$ cat config.mk
export PLATFORM = sky130hd
export DESIGN_NAME = preg_free_list_flat
export DESIGN_NICKNAME = d
export VERILOG_FILES = /design/src/rtl/preg_free_list_if.sv /design/src/rtl/preg_free_list.sv /design/src/flat_wrapper.sv
export SDC_FILE = /design/constraint.sdc
export NUM_CORES = 1
export LEC_CHECK = 0
export CAP_MARGIN = 20
export CORE_UTILIZATION = 40
export DETAILED_ROUTE_END_ITERATION = 8
export PLACE_DENSITY = 0.74
export SLEW_MARGIN = 30
export SYNTH_ARGS = -nofsm -noshare
export SYNTH_HDL_FRONTEND = slang
export SYNTH_SLANG_ARGS = --single-unit
$ cat constraint.sdc
create_clock -name clk -period 3.4 [get_ports clk]
set_input_delay 0.68 -clock clk [delete_from_list [all_inputs] [get_ports clk]]
set_output_delay 0.68 -clock clk [all_outputs]
set_load 0.01 [all_outputs]
$ cat src/rtl/preg_free_list_if.sv
// Purpose: rename/commit <-> physical register free list connection.
// Signals:
//   alloc_req   : rename asks for one physical register this cycle
//   alloc_valid : a free register exists (grant = alloc_req & alloc_valid)
//   alloc_preg  : lowest-numbered free register, 0 when none is free
//   free_en     : per-port release strobes from commit (ports 0 and 1)
//   free_preg0/1: indices released on ports 0 and 1
//   free_count  : number of free registers
//   free_mask   : free bitmap, bit i = 1 means register i is free
//   double_free : sticky error flag
interface preg_free_list_if #(
   parameter int unsigned NUM_PREGS = 64
);
   localparam int unsigned IDX_W = $clog2(NUM_PREGS);
   localparam int unsigned CNT_W = IDX_W + 1;

   logic             alloc_req;
   logic             alloc_valid;
   logic [IDX_W-1:0] alloc_preg;
   logic [1:0]       free_en;
   logic [IDX_W-1:0] free_preg0;
   logic [IDX_W-1:0] free_preg1;
   logic [CNT_W-1:0] free_count;
   logic [NUM_PREGS-1:0] free_mask;
   logic             double_free;

   // Rename/commit side
   modport master (
      output alloc_req, free_en, free_preg0, free_preg1,
      input  alloc_valid, alloc_preg, free_count, free_mask, double_free
   );

   // Free list side
   modport slave (
      input  alloc_req, free_en, free_preg0, free_preg1,
      output alloc_valid, alloc_preg, free_count, free_mask, double_free
   );
endinterface

$ cat src/rtl/preg_free_list.sv
// Purpose: physical register free list. Bitmap of free registers with a
// lowest-index-first allocator, two release ports, a running free count and
// a sticky double-free error flag.
// Ports:
//   clk   : clock, all state updates on the rising edge
//   reset : asynchronous active-high reset
//   fl    : preg_free_list_if slave modport (alloc / free / status signals)
module preg_free_list #(
   parameter int unsigned NUM_PREGS = 64,
   parameter int unsigned NUM_ARCH  = 32
) (
   input  logic clk,
   input  logic reset,
   preg_free_list_if.slave fl
);
   localparam int unsigned IDX_W = $clog2(NUM_PREGS);
   localparam int unsigned CNT_W = IDX_W + 1;
   localparam logic [NUM_PREGS-1:0] RESET_MASK  = {NUM_PREGS{1'b1}} << NUM_ARCH;
   localparam logic [CNT_W-1:0]     RESET_COUNT = CNT_W'(NUM_PREGS - NUM_ARCH);

   logic [NUM_PREGS-1:0] bitmap_q, bitmap_d;
   logic [CNT_W-1:0]     count_q, count_d;
   logic                 df_q, df_d;

   logic                 valid_c;
   logic [IDX_W-1:0]     sel_c;
   logic                 grant_c;
   logic                 same_idx_c;
   logic                 f0_legal_c, f1_legal_c, dup_c;

   // Lowest-index-wins search: scanning downwards leaves the lowest set bit last
   always_comb begin
      sel_c = '0;
      for (int i = int'(NUM_PREGS) - 1; i >= 0; i--) begin
         if (bitmap_q[i]) sel_c = IDX_W'(i);
      end
   end

   assign valid_c = |bitmap_q;
   assign grant_c = fl.alloc_req & valid_c;

   // Legality is judged against the current bitmap only; a same-index pair
   // counts once as a release and once as a double free.
   assign same_idx_c = fl.free_en[0] & fl.free_en[1] & (fl.free_preg0 == fl.free_preg1);
   assign f0_legal_c = fl.free_en[0] & ~bitmap_q[fl.free_preg0];
   assign f1_legal_c = fl.free_en[1] & ~bitmap_q[fl.free_preg1] & ~same_idx_c;
   assign dup_c      = (fl.free_en[0] & bitmap_q[fl.free_preg0])
                     | (fl.free_en[1] & bitmap_q[fl.free_preg1])
                     | same_idx_c;

   // Next-state: grant clears first, then legal frees set
   always_comb begin
      bitmap_d = bitmap_q;
      if (grant_c)    bitmap_d[sel_c]          = 1'b0;
      if (f0_legal_c) bitmap_d[fl.free_preg0] = 1'b1;
      if (f1_legal_c) bitmap_d[fl.free_preg1] = 1'b1;
      count_d = count_q + CNT_W'(f0_legal_c) + CNT_W'(f1_legal_c) - CNT_W'(grant_c);
      df_d    = df_q | dup_c;
   end

   // State registers
   always_ff @(posedge clk or posedge reset) begin
      if (reset) begin
         bitmap_q <= RESET_MASK;
         count_q  <= RESET_COUNT;
         df_q     <= 1'b0;
      end else begin
         bitmap_q <= bitmap_d;
         count_q  <= count_d;
         df_q     <= df_d;
      end
   end

   assign fl.alloc_valid = valid_c;
   assign fl.alloc_preg  = sel_c;
   assign fl.free_count  = count_q;
   assign fl.free_mask   = bitmap_q;
   assign fl.double_free = df_q;
endmodule

$ cat src/flat_wrapper.sv
// flat-port wrapper written by rule: the top's interface ports become plain ports
module preg_free_list_flat 
#(
   parameter int unsigned NUM_PREGS = 64,
   parameter int unsigned NUM_ARCH  = 32
)
  (clk, reset, fl_alloc_req, fl_free_en, fl_free_preg0, fl_free_preg1, fl_alloc_valid, fl_alloc_preg, fl_free_count, fl_free_mask, fl_double_free);
  preg_free_list_if #(.NUM_PREGS(NUM_PREGS)) fl_i ();
  input  logic clk;
  input  logic reset;
  input wire logic [$bits(fl_i.alloc_req)-1:0] fl_alloc_req;
  input wire logic [$bits(fl_i.free_en)-1:0] fl_free_en;
  input wire logic [$bits(fl_i.free_preg0)-1:0] fl_free_preg0;
  input wire logic [$bits(fl_i.free_preg1)-1:0] fl_free_preg1;
  output wire logic [$bits(fl_i.alloc_valid)-1:0] fl_alloc_valid;
  output wire logic [$bits(fl_i.alloc_preg)-1:0] fl_alloc_preg;
  output wire logic [$bits(fl_i.free_count)-1:0] fl_free_count;
  output wire logic [$bits(fl_i.free_mask)-1:0] fl_free_mask;
  output wire logic [$bits(fl_i.double_free)-1:0] fl_double_free;
  assign fl_i.alloc_req = fl_alloc_req;
  assign fl_i.free_en = fl_free_en;
  assign fl_i.free_preg0 = fl_free_preg0;
  assign fl_i.free_preg1 = fl_free_preg1;
  assign fl_alloc_valid = fl_i.alloc_valid;
  assign fl_alloc_preg = fl_i.alloc_preg;
  assign fl_free_count = fl_i.free_count;
  assign fl_free_mask = fl_i.free_mask;
  assign fl_double_free = fl_i.double_free;
  preg_free_list #(.NUM_PREGS(NUM_PREGS), .NUM_ARCH(NUM_ARCH)) u_core (.clk(clk), .reset(reset), .fl(fl_i));
endmodule
==> results.yml <==
final_layout:
  synthToLayoutAreaGrowth_pct: 56.1
  postLayoutCellArea_mm2: 0.00939
  insertedDiodeCount: 0
  nNetsFinal: 979
  instances_no_fill: 1143
  drive_gt1_share_pct: 37.9
floorplan:
  rows: 44
  die_area_mm2: 0.0155
  die_h_um: 125
  io_pins: 96
  dieWidth_um: 125
  core-area_mm2: 0.0146
  initial_core_util_pct: 41.2
global_routing:
  grt_max_degree: 29
  first_global_vias: 7671
  grt_overflow: 0
  grt_pass1_wl_um: 48000
  antenna_found_initial: 0
  track_usage_pct: 41.5
placement:
  io_buffers: 95
  placed_cell_area_mm2: 0.00871
  pre_cts_ws_ns: -1.07
  gp_congestion: 1.03
  place_hpwl_um: 24100
  place_inst: 1108
clock_network:
  path_clk_slew_ns: 0.06
  cts_tree: "yes"
  cts_root_buf: "clkbuf_16"
  clock_latency_ns: 0.36
  cts_buffers: 9
  h-tree-depth: 3
  cts_buffer_depth: 2
  cts_sinks: 72
logic_synthesis:
  synth_common_cells: "47 x o221ai_1, 44 x nand2_1, 44 x nor2_1"
  synthAdderAreaFrac_pct: 1.91
  synthTopCellsByArea: "dfrtp_1 16%, dfstp_2 14%, mux4_2 7.9%"
  synthFlopType: "dfrtp_1"
  synth_top_family_by_area: "compound AO/OA/AOI/OAI gates"
  syn_nets: 684
  synth_top_area_share_pct: 16.2
  yosysWarnings: 0
  post-synth-top-count-cell: "o221ai_1"
  seq_area_frac_synth_pct: 30.6
  syn_area_mm2: 0.00601
  syn_area_per_cell_um2: 9.12
  synthesis.instances: 659
  synth_mux_area_share_pct: 10.8
  yosys.area_share.simple_pct: 21.7
  async_flop_share_pct: 100
  synthXorXnorAreaFrac_pct: 1.75
  synth_cell_types: 75
  synth_area_leader_cell: "dfrtp_1"
  synth_compound_area_share_pct: 29.0
  ys_ff_latch: 72
  synth-edff-count: 0
timing:
  fin_crit_sh_pct: 108
  tns_ns: -0.356
  setup_viol: 2
  worstMarginPinSlew_ns: 0.951
  fin_crit_ns: 3.66
  finClkSkew_ns: 0.00786
  relSlewSlack_pct: 36.1
  grt_setup_unrepaired: "yes"
  max_freq_ghz: 0.273
  layout_setup_ws_ns: -0.262
  hold_viol: 0
  slew_viol_final: 0
power:
  p_seq_share_pct: 20.4
  switching_share_pct: 47.2
  powerDensity_mw_per_mm2: 881
  p_clk_share_pct: 11.6
  p_switching_w: 0.00390
  p_int_w: 0.00437
  leakagePower_nw: 3.78
  pwr-share-comb_pct: 68.0
  irDropWorstVdd_mv: 0.712
min_path:
  hp-class: "register to register"
  holdPathStages: 1
  min_from: "u_core.fl.double_free$_DFF_PP0_"
worst_setup_path:
  rr_startpoint: "u_core.fl.free_mask[22]$_DFF_PP0_"
  r2r_slack_ns: -0.26
  arrival_ns: 3.94
  crit_start: "u_core.fl.free_mask[22]$_DFF_PP0_"
  worstSetupPathType: "register to register"
  end_kind: "register"
  required_ns: 3.68
  crit_fanout: 7
  start_kind: "register"
  r2r_cells: 16
route:
  drt_pass1_iterations: 5
  wire_per_inst_um: 28.4
  antenna_left: 0
  drtIter0Drc: 1065
  drcViolationCount: 0
  finalWirelength_um: 32500
  viasPerCell: 6.94
  vias: 7933
outcome:
  outcome: "complete, but fails checks"
  violations: "setup timing"
job:
  drv_cap: 0
==> power groups by stage <==
| stage | clock network (W) | registers, W | logic (W) |
|---|---|---|---|
| detailed placement | 0 | 0.00164 | 0.00524 |
| global route | 0.000996 | 0.00169 | 0.00582 |
| global placement | 0 | 0.00164 | 0.00513 |
| floorplan | 0 | 0.00185 | 0.00208 |
| CTS | 0.000952 | 0.00164 | 0.00535 |
| finish | 0.000961 | 0.00169 | 0.00563 |
==> flip-flops by register name, summed over array words and instances, names as in the netlist <==
name / flops
u_core.fl.double_free: 1
u_core.fl.free_count: 7
u_core.fl.free_mask: 64
==> kinds of logic after synthesis <==
family | after synthesis
AND/OR/NAND/NOR | 237
AO/OA/AOI/OAI | 225
flip-flops | 72
buffers and inverters | 67
multiplexers | 38
XOR/XNOR | 12
adder cells (fa/ha/maj) | 8
==> critical path, cell delays in order, from the launching register on <==
cell and delay, ns:
dfrtp_1 0.39, buf_4 0.18, mux4_2 0.45, mux2i_1 0.25, o22ai_2 0.13, nor3_2 0.22
nand3_1 0.14, ha_1 0.32, inv_2 0.04, fa_2 0.35, fa_2 0.38, a21oi_2 0.13
nor2_1 0.05, nor2_1 0.15, o21bai_1 0.10, a21oi_1 0.16, xnor2_1 0.14
==> path summary, 6_finish.rpt <==
check / endpoint
worst max-delay path: u_core.fl.free_count[6]$_DFF_PP0_
worst min-delay path: u_core.fl.double_free$_DFF_PP0_
worst max register to register: u_core.fl.free_count[6]$_DFF_PP0_
worst min register to register: u_core.fl.double_free$_DFF_PP0_
max in group asynchronous: u_core.fl.free_count[5]$_DFF_PP1_
min in group asynchronous: u_core.fl.free_mask[4]$_DFF_PP0_
==> through the flow <==
stage	power [W]	hold slack, ns	util (%)
2_1_floorplan	0.00393	0.492	-
3_3_place_gp	0.00677	0.475	59.6
3_5_place_dp	0.00688	0.475	59.7
4_1_cts	0.00795	0.488	63.7
5_1_grt	0.00851	0.512	64.4
6_report	0.00827	0.490	64.4
==> per-layer routing <==
metal,global-route usage [%],vias up,wire (um)
li1,-,3265,-
met1,56.0,3816,12700
met2,61.0,731,13900
met3,13.1,121,4390
met4,17.0,0,1510
met5,0,-,0
==> cells in the final DEF, fill, tap and decap left out, types with 21 or more instances in the layout <==
| cell | synthesis | final |
|---|---|---|
| clkdlybuf4s50_1 | 0 | 82 |
| buf_4 | 0 | 216 |
| inv_1 | 23 | 21 |
| o31ai_1 | 35 | 34 |
| o221ai_1 | 47 | 47 |
| nor2_1 | 44 | 41 |
| nand2_1 | 44 | 44 |
| dfstp_2 | 33 | 33 |
| mux4_2 | 21 | 21 |
| dfrtp_1 | 39 | 39 |
==> layout make-up <==
cell class / count / area [um^2]
clock buffers: 14 / 275
clock inverters: 2 / 12.5
fillers: 1203 / 5200
inverters: 25 / 95.1
multi-input cells: 520 / 4130
flip-flops and latches: 72 / 1840
well taps: 184 / 230
repair buffers: 326 / 2800
==> timing repair <==
action | 4_1_cts | 5_1_grt
endpoints found under the setup margin | 21 | 11
setup buffers | 11 | 9
resized for setup | 69 | 21
cloned | 2 | 0
pin swaps | 22 | 19
hold buffers | 0 | 0
Power figures use the tool's default switching activity.
